## src/rtl/uart_tx_serializer.sv

```systemverilog
// UART transmitter: one start bit, eight data bits LSB first, optional parity, one stop bit.
// Each byte is taken with a valid/ready handshake, and a new byte can follow the previous stop bit with no gap.
module uart_tx_serializer #(
    parameter int CLKS_PER_BIT = 104,
    parameter int PARITY       = 0
) (
    input  logic       CLK,
    input  logic       RESET,
    input  logic [7:0] tx_data,
    input  logic       tx_valid,
    output logic       tx_ready,
    output logic       tx_done,
    output logic       TXD
);

    localparam int CW = (CLKS_PER_BIT > 1) ? $clog2(CLKS_PER_BIT) : 1;
    localparam logic [CW-1:0] LAST = CW'(CLKS_PER_BIT - 1);
    localparam logic [CW-1:0] PRE  = CW'(CLKS_PER_BIT - 2);
    localparam logic PAR_EN  = (PARITY != 0);
    localparam logic PAR_ODD = (PARITY == 2);

    typedef enum logic [2:0] {
        S_IDLE,
        S_START,
        S_DATA,
        S_PAR,
        S_STOP
    } state_t;

    state_t        state_q, state_d;
    logic [CW-1:0] cnt_q, cnt_d;
    logic [2:0]    idx_q, idx_d;
    logic [7:0]    shift_q, shift_d;
    logic          par_q, par_d;
    logic          txd_q, txd_d;
    logic          ready_q, ready_d;
    logic          done_q, done_d;
    logic          last;
    logic          accept;
    logic          load;

    assign last   = (cnt_q == LAST);
    assign accept = tx_valid & ready_q;

    always_comb begin
        state_d = state_q;
        cnt_d   = cnt_q;
        idx_d   = idx_q;
        shift_d = shift_q;
        par_d   = par_q;
        txd_d   = txd_q;
        ready_d = ready_q;
        done_d  = 1'b0;
        load    = 1'b0;
        unique case (state_q)
            S_IDLE: begin
                txd_d   = 1'b1;
                ready_d = 1'b1;
                load    = accept;
            end
            S_START: begin
                cnt_d = last ? '0 : cnt_q + CW'(1);
                if (last) begin
                    state_d = S_DATA;
                    txd_d   = shift_q[0];
                end
            end
            S_DATA: begin
                cnt_d = last ? '0 : cnt_q + CW'(1);
                if (last) begin
                    shift_d = shift_q >> 1;
                    par_d   = par_q ^ shift_q[0];
                    idx_d   = idx_q + 3'd1;
                    if (idx_q == 3'd7) begin
                        if (PAR_EN) begin
                            state_d = S_PAR;
                            txd_d   = par_q ^ shift_q[0];
                        end else begin
                            state_d = S_STOP;
                            txd_d   = 1'b1;
                        end
                    end else begin
                        txd_d = shift_q[1];
                    end
                end
            end
            S_PAR: begin
                cnt_d = last ? '0 : cnt_q + CW'(1);
                if (last) begin
                    state_d = S_STOP;
                    txd_d   = 1'b1;
                end
            end
            S_STOP: begin
                cnt_d = last ? '0 : cnt_q + CW'(1);
                // Open the handshake one cycle early so a queued byte starts with no gap
                if (cnt_q == PRE) begin
                    ready_d = 1'b1;
                    done_d  = 1'b1;
                end
                if (last) begin
                    state_d = S_IDLE;
                    load    = accept;
                end
            end
            default: begin
                state_d = S_IDLE;
                cnt_d   = '0;
                idx_d   = '0;
                txd_d   = 1'b1;
                ready_d = 1'b1;
            end
        endcase
        if (load) begin
            state_d = S_START;
            cnt_d   = '0;
            idx_d   = '0;
            shift_d = tx_data;
            par_d   = PAR_ODD;
            txd_d   = 1'b0;
            ready_d = 1'b0;
        end
    end

    always_ff @(posedge CLK or negedge RESET) begin
        if (!RESET) begin
            state_q <= S_IDLE;
            cnt_q   <= '0;
            idx_q   <= '0;
            shift_q <= '0;
            par_q   <= 1'b0;
            txd_q   <= 1'b1;
            ready_q <= 1'b1;
            done_q  <= 1'b0;
        end else begin
            state_q <= state_d;
            cnt_q   <= cnt_d;
            idx_q   <= idx_d;
            shift_q <= shift_d;
            par_q   <= par_d;
            txd_q   <= txd_d;
            ready_q <= ready_d;
            done_q  <= done_d;
        end
    end

    assign TXD      = txd_q;
    assign tx_ready = ready_q;
    assign tx_done  = done_q;

endmodule
```

## config.mk

```make
export PLATFORM = sky130hd
export DESIGN_NAME = uart_tx_serializer
export DESIGN_NICKNAME = d
export VERILOG_FILES = /design/src/rtl/uart_tx_serializer.sv
export SDC_FILE = /design/constraint.sdc
export NUM_CORES = 1
export LEC_CHECK = 0
export ABC_AREA = 1
export BUFFER_PORTS_ARGS = -buffer_cell sky130_fd_sc_hd__buf_4
export CELL_PAD_IN_SITES_DETAIL_PLACEMENT = 1
export CELL_PAD_IN_SITES_GLOBAL_PLACEMENT = 2
export CORE_UTILIZATION = 39
export CTS_BUF_LIST = sky130_fd_sc_hd__clkbuf_8
export DETAILED_ROUTE_END_ITERATION = 8
export PLACE_DENSITY_LB_ADDON = 0.1
export SYNTH_ARGS = -nofsm -noshare
export SYNTH_HDL_FRONTEND = slang
export SYNTH_SLANG_ARGS = --single-unit
```

## constraint.sdc

```tcl
create_clock -name CLK -period 3.8 [get_ports CLK]
set_clock_uncertainty 0.15 [all_clocks]
set_input_delay 0.38 -clock CLK [delete_from_list [all_inputs] [get_ports CLK]]
set_output_delay 0.38 -clock CLK [all_outputs]
set_load 0.01 [all_outputs]
```

### Yosys cells after proc, flatten, opt, wreduce, memory -nomap -nowiden

Index checks and enable logic that the tools add are counted.

| storage, ports and cells | value |
|---|---|
| register bits after elaboration | 24 |
| output and inout bits | 3 |
| input bits | 11 |

| operators by class | value |
|---|---|
| reduce and logical (&&, ||, !) cells | 11 |
| add/subtract/negate cells | 2 |
| multiplexer cells | 29 |
| bitwise logic cells | 1 |
| eq/ne operators | 17 |

Operators with widths:

| cell | count |
|---|---|
| 3-bit two-way mux | 8 |
| 8-bit two-way mux | 3 |
| 3-bit != test (second input constant) | 6 |
| 3-bit one-hot mux with 5 select lines | 1 |
| 7-bit == test (second input constant) | 2 |
| 7-bit two-way mux | 2 |
| 7-bit one-hot mux with 2 select lines | 1 |
| 1-bit two-way mux | 10 |
| 4-bit OR reduction | 2 |
| 7-bit by 1-bit adder with 7-bit output (second input constant) | 1 |
| 3-bit by 2-bit == test with 1-bit output (second input constant) | 2 |
| 3-bit == test (second input constant) | 2 |
| 3-bit one-hot mux with 2 select lines | 1 |
| 2-bit AND reduction | 3 |
| 6-bit AND reduction | 1 |
| 2-bit by 1-bit != test with 1-bit output (second input constant) | 2 |
| 2-bit != test (second input constant) | 2 |
| 1-bit one-hot mux with 2 select lines | 2 |
| 1-bit one-hot mux with 4 select lines | 1 |
| 4-bit AND reduction | 1 |
| 2-bit nonzero test | 2 |
| 3-bit by 1-bit adder with 3-bit output (second input constant) | 1 |
| 3-bit by 1-bit == test with 1-bit output (second input constant) | 1 |
| 3-bit logical NOT | 1 |
| 2 further kinds | 2 |

### Depth between registers and ports, before layout

| logic depth | value |
|---|---|
| depth in word-level cells | 5 |
| gate-level depth with buffers | 10 |
| depth with buffers taken out | 10 |

### Worst setup path after synthesis

No wires, ideal clock.

| path | value |
|---|---|
| kind | reg2reg |
| start point | register cnt_q[0] |
| end point | register shift_q[1] |
| setup time | 0.124 ns |
| clock period less this slack | 1.609 ns |
| buffers on the path | 1 |
| data arrival time | 1.335 ns |
| cell stages (with the launch flop) | 11 |
| path slack | 2.191 ns |
| required time | 3.526 ns |
| path through | dfrtp_1 -> ha_1 -> inv_1 -> nor2_4 -> nand2_4 -> nand2_4 -> nand2_4 -> buf_6 -> clkinv_4 -> nand2_1 -> nand3_1 |

| between the ends | value |
|---|---|
| word-level cells in the longest chain between the ends | 5 |
| elaborated cells between the ends (all ways) | 7 |

Ends and longest elaborated chain:

| what | RTL line | text |
|---|---|---|
| start: declaration | 31 | `logic [CW-1:0] cnt_q, cnt_d;` |
| start signal: assignment | 137 | `cnt_q <= cnt_d;` |
| 7-bit == test * | 42 | `assign last = (cnt_q == LAST);` |
| 1-bit two-way mux | 101 | `if (last) begin` |
| 1-bit one-hot mux with 2 select lines | 55 | `unique case (state_q)` |
| 2-bit nonzero test (no line) | - |  |
| 2-bit AND reduction (no line) | - |  |
| end signal: assignment | 139 | `shift_q <= shift_d;` |
| end: declaration | 33 | `logic [7:0] shift_q, shift_d;` |

Mark *: on every way between the ends. The rest lies on a longest branch, timed or not.
A chain may end at the register's enable or synchronous reset.

### Worst setup path after layout

| path | value |
|---|---|
| start point | register cnt_q[0] |
| end point | register shift_q[0] |

The elaborated chain is that of the path after synthesis.

==> results.md <==
* Outcome: completed
* R2R Path Start: cnt_q[0]
* Max Cap Viol at 0
* VDD IR max at 0.334 mV
* Avg WL per Cell at 13.3 µm
* Async S/R FF share, synth at 1.00
* Slew Viols, Final at 0
* Clk slew on worst S/H paths at 0.09 ns
* Startpoint types: flip-flop
* Register area at 603 µm²
* Row Count at 21
* Final worst path period need at 1.74 ns
* Synth unique cells at 31
* # DRC at 0
* Setup CP Type: flip-flop to flip-flop
* EDFF count, synth at 0
* DP HPWL at 2480 µm
* Slew headroom at 0.782
* Worst-skew pair later-pin latency at 0.27 ns
* Pre-antenna DRT Iters at 4
* Comb power frac at 0.431
* Placed Area at 1570 µm²
* Leakage power at 0.884 nW
* Yosys reg bits at 24
* Critical Path Max Stage Delay at 0.44 ns
* Compound-Gate Fraction of Synth Area at 0.0552
* Clk sinks at 24
* Multi-input logic area at 708 µm²
* Number of failing hold endpoints at the final stage at 0
* DR vias/cell at 4.94
* Flop2flop setup slack at 2.06 ns
* GRT Resource Usage Total at 0.182
* Slowest CP cell: dfrtp_1
* Routed Antenna Nets at 0
* WP data arrival at 1.75 ns
* CTS tree: done
* Number of port buffers at 13
* Fmax at 575 MHz
* Synthesized area at 1430 µm²
* Postcts setup bufs at 0
* Yosys warning total at 0
* Final Cell Area at 1650 µm²
* RePlAce Congestion at 0.770
* GRT Residual Overflow at 0
* CTS resizes at 0
* Worst hold path depth at 3
* Pwr dens at 690 nW/µm²
* Max Buffers Root-to-Sink at 2
* Num ports at 14
* Post-synthesis mux area share at 0.00701
* Most used cell, CP: nand2_4
* Cells on worst reg2reg path at 9
* Synth Area in Simple Gates at 0.392
* Int Pwr at 0.659 mW
* Largest family of logic cells by synthesized area: simple AND/OR/NAND/NOR gates
* H-tree levels at 1
* Post-Synth Adder-Cell Area at 0.0350
* Worst setup EP type: flip-flop
* Initial antenna violation count at 0
* Die extent in y at 62.5 µm
* Starting Density at 0.418
* Fin crit share at 0.458
* Global-route wire length before repair at 5610 µm
* Total Nets Final at 209
* Filler cell count at 416
* Syn Area/Cell at 8.12 µm²
* Final TNS setup at 0 ns
* Layout area overhead at 15.8%
* Largest net degree at the start of global routing at 25
* Vias in the first global route at 1258
* RSZ-0062 raised after global routing: no
* Largest cells by area after synthesis: dfrtp_1 (39%), nand2_1 (14%), nand3_1 (6.7%)
* P_sw at 0.483 mW
* WP data required at 3.81 ns
* Ratio of cells with drive above 1 in the final layout at 0.254
* Top_reg_cell synth: dfrtp_1
* Worst r2r dst: shift_q[0]
* Final Setup Violations at 0
* Clk root buf: clkbuf_8
* ANT cells at 0
* Vias at 1181
* Die Area at 3910 µm²
* First DRT Iteration DRCs at 18
* Post-Syn Nets at 191
* Final wirelength at 3190 µm
* Area of the core at 3420 µm²
* Hold wc startpoint: tx_data[3]
* WHS Endpoint: shift_q[3]
* Clock power share at 0.201
* Seq/Total Area, Yosys at 0.422
* Share of the synthesized area in the top cell type at 0.385
* Worst-path cell chain: ha_1 -> inv_1 -> nor2_4 -> nand2_4 -> nand2_4 -> nand2_4 -> clkinv_4 -> nand2_1 -> nand3_1
* Hold Buf Count CTS at 1
* Synth Instances at 176
* Cell taking the most area after synthesis: dfrtp_1
* Hold Path Class: primary input to flip-flop
* CP Max Fanout at 12
* Sw Ratio at 0.423
* Sequential fraction of design power at 0.368
* Worst-Margin Slew at 0.327 ns
* Num CTS Buffers at 3
* Post-synthesis xor/xnor area fraction at 0.00613
* Die extent in x at 62.5 µm
[cells in the mapped netlist (all sizes together) (2+ instances only)]
library cell	instances
a21oi	2
dfrtp	22
dfstp	2
ha	4
inv	24
nand2	67
nand3	20
nand3b	3
nand4	2
nor2	11
nor3	2
o21ai	9
[state kept, by name, indices dropped and copies added (netlist names)]
signal / flops
state_q: 3
TXD: 1
cnt_q: 7
tx_done: 1
idx_q: 3
shift_q: 8
tx_ready: 1
[final cells by class]
| cell class | instances | area share |
|---|---|---|
| clock buffers | 3 | 0.0250 |
| clock inverters | 1 | 0.0182 |
| inverters | 25 | 0.0643 |
| multi-input cells | 126 | 0.428 |
| flip-flops and latches | 24 | 0.365 |
| well taps | 46 | 0.0348 |
| repair buffers | 14 | 0.0651 |
[power groups by stage]
stage | combinational (mW) | clock, mW | sequential, mW
global placement | 0.481 | 0 | 0.419
detailed placement | 0.500 | 0 | 0.425
global route | 0.561 | 0.246 | 0.433
CTS | 0.504 | 0.240 | 0.421
finish | 0.492 | 0.229 | 0.421
floorplan | 0.379 | 0 | 0.412
[stage by stage]
step	std cells	worst slack (ns)	hold slack, ns	power, mW	util
2_1_floorplan	176	2.19	-0.0656	0.791	-
5_1_grt	239	1.93	0.163	1.24	0.484
3_5_place_dp	234	2.07	0.158	0.925	0.460
4_1_cts	239	2.04	0.152	1.17	0.484
3_3_place_gp	234	2.13	0.154	0.900	0.460
6_report	239	2.06	0.161	1.14	0.484
[cell usage in the layout (no fill, tap or decap)]
cell	n
nor3_1	1
a31oi_1	1
nor2_8	1
o21ai_0	6
nand2_2	7
nand3b_1	3
dlygate4sd3_1	1
ha_1	4
clkinv_4	1
nor3_2	1
nand2_1	55
mux2i_1	1
clkbuf_8	3
nor2_1	5
o21ai_2	1
nand3_1	19
nand3_2	1
xor2_1	1
bufinv_16	1
o21a_1	1
inv_4	3
inv_1	17
or2_4	1
dfstp_2	2
o21ai_1	2
a21oi_1	2
inv_2	4
nor2_4	4
dfrtp_1	22
nand4_1	2
buf_4	13
nor2_2	1
nand2_4	5
o22ai_1	1
[kinds of logic (layout without fill, tap and decap cells)]
| kind of cell | after synthesis | count (layout) |
|---|---|---|
| AOI/OAI and AO/OA | 14 | 14 |
| xor gates and xnor gates | 1 | 1 |
| adders and majority gates | 4 | 4 |
| buffers and inverters | 26 | 43 |
| DFF | 24 | 24 |
| muxes | 1 | 1 |
| and+or+nand+nor | 106 | 106 |
[routing by layer]
metal	GRT usage	vias up	part of all wire
met5	0	-	0
met4	0.0610	0	0.015
met3	0.0219	5	0.015
met2	0.325	10	0.51
met1	0.224	575	0.46
li1	-	591	-
[worst max-delay path by stage]
stage	start	to	slack [ns]	cells past startpoint
after global routing	cnt_q[1]	idx_q[1]	1.93	10
after global placement	cnt_q[0]	idx_q[1]	2.13	10
after floorplan	cnt_q[0]	shift_q[1]	2.19	10
after detailed placement	cnt_q[1]	shift_q[6]	2.07	10
after CTS	cnt_q[0]	shift_q[6]	2.04	10
final	cnt_q[0]	shift_q[0]	2.06	9
[worst max-delay path, delay by kind of cell, from the launching register on]
family | cells | cell delay [ns]
buffers and inverters | 2 | 0.21
flip-flops | 1 | 0.44
AND/OR/NAND/NOR | 6 | 0.57
adder cells (fa/ha/maj) | 1 | 0.25
Power figures use the tool's default switching activity.
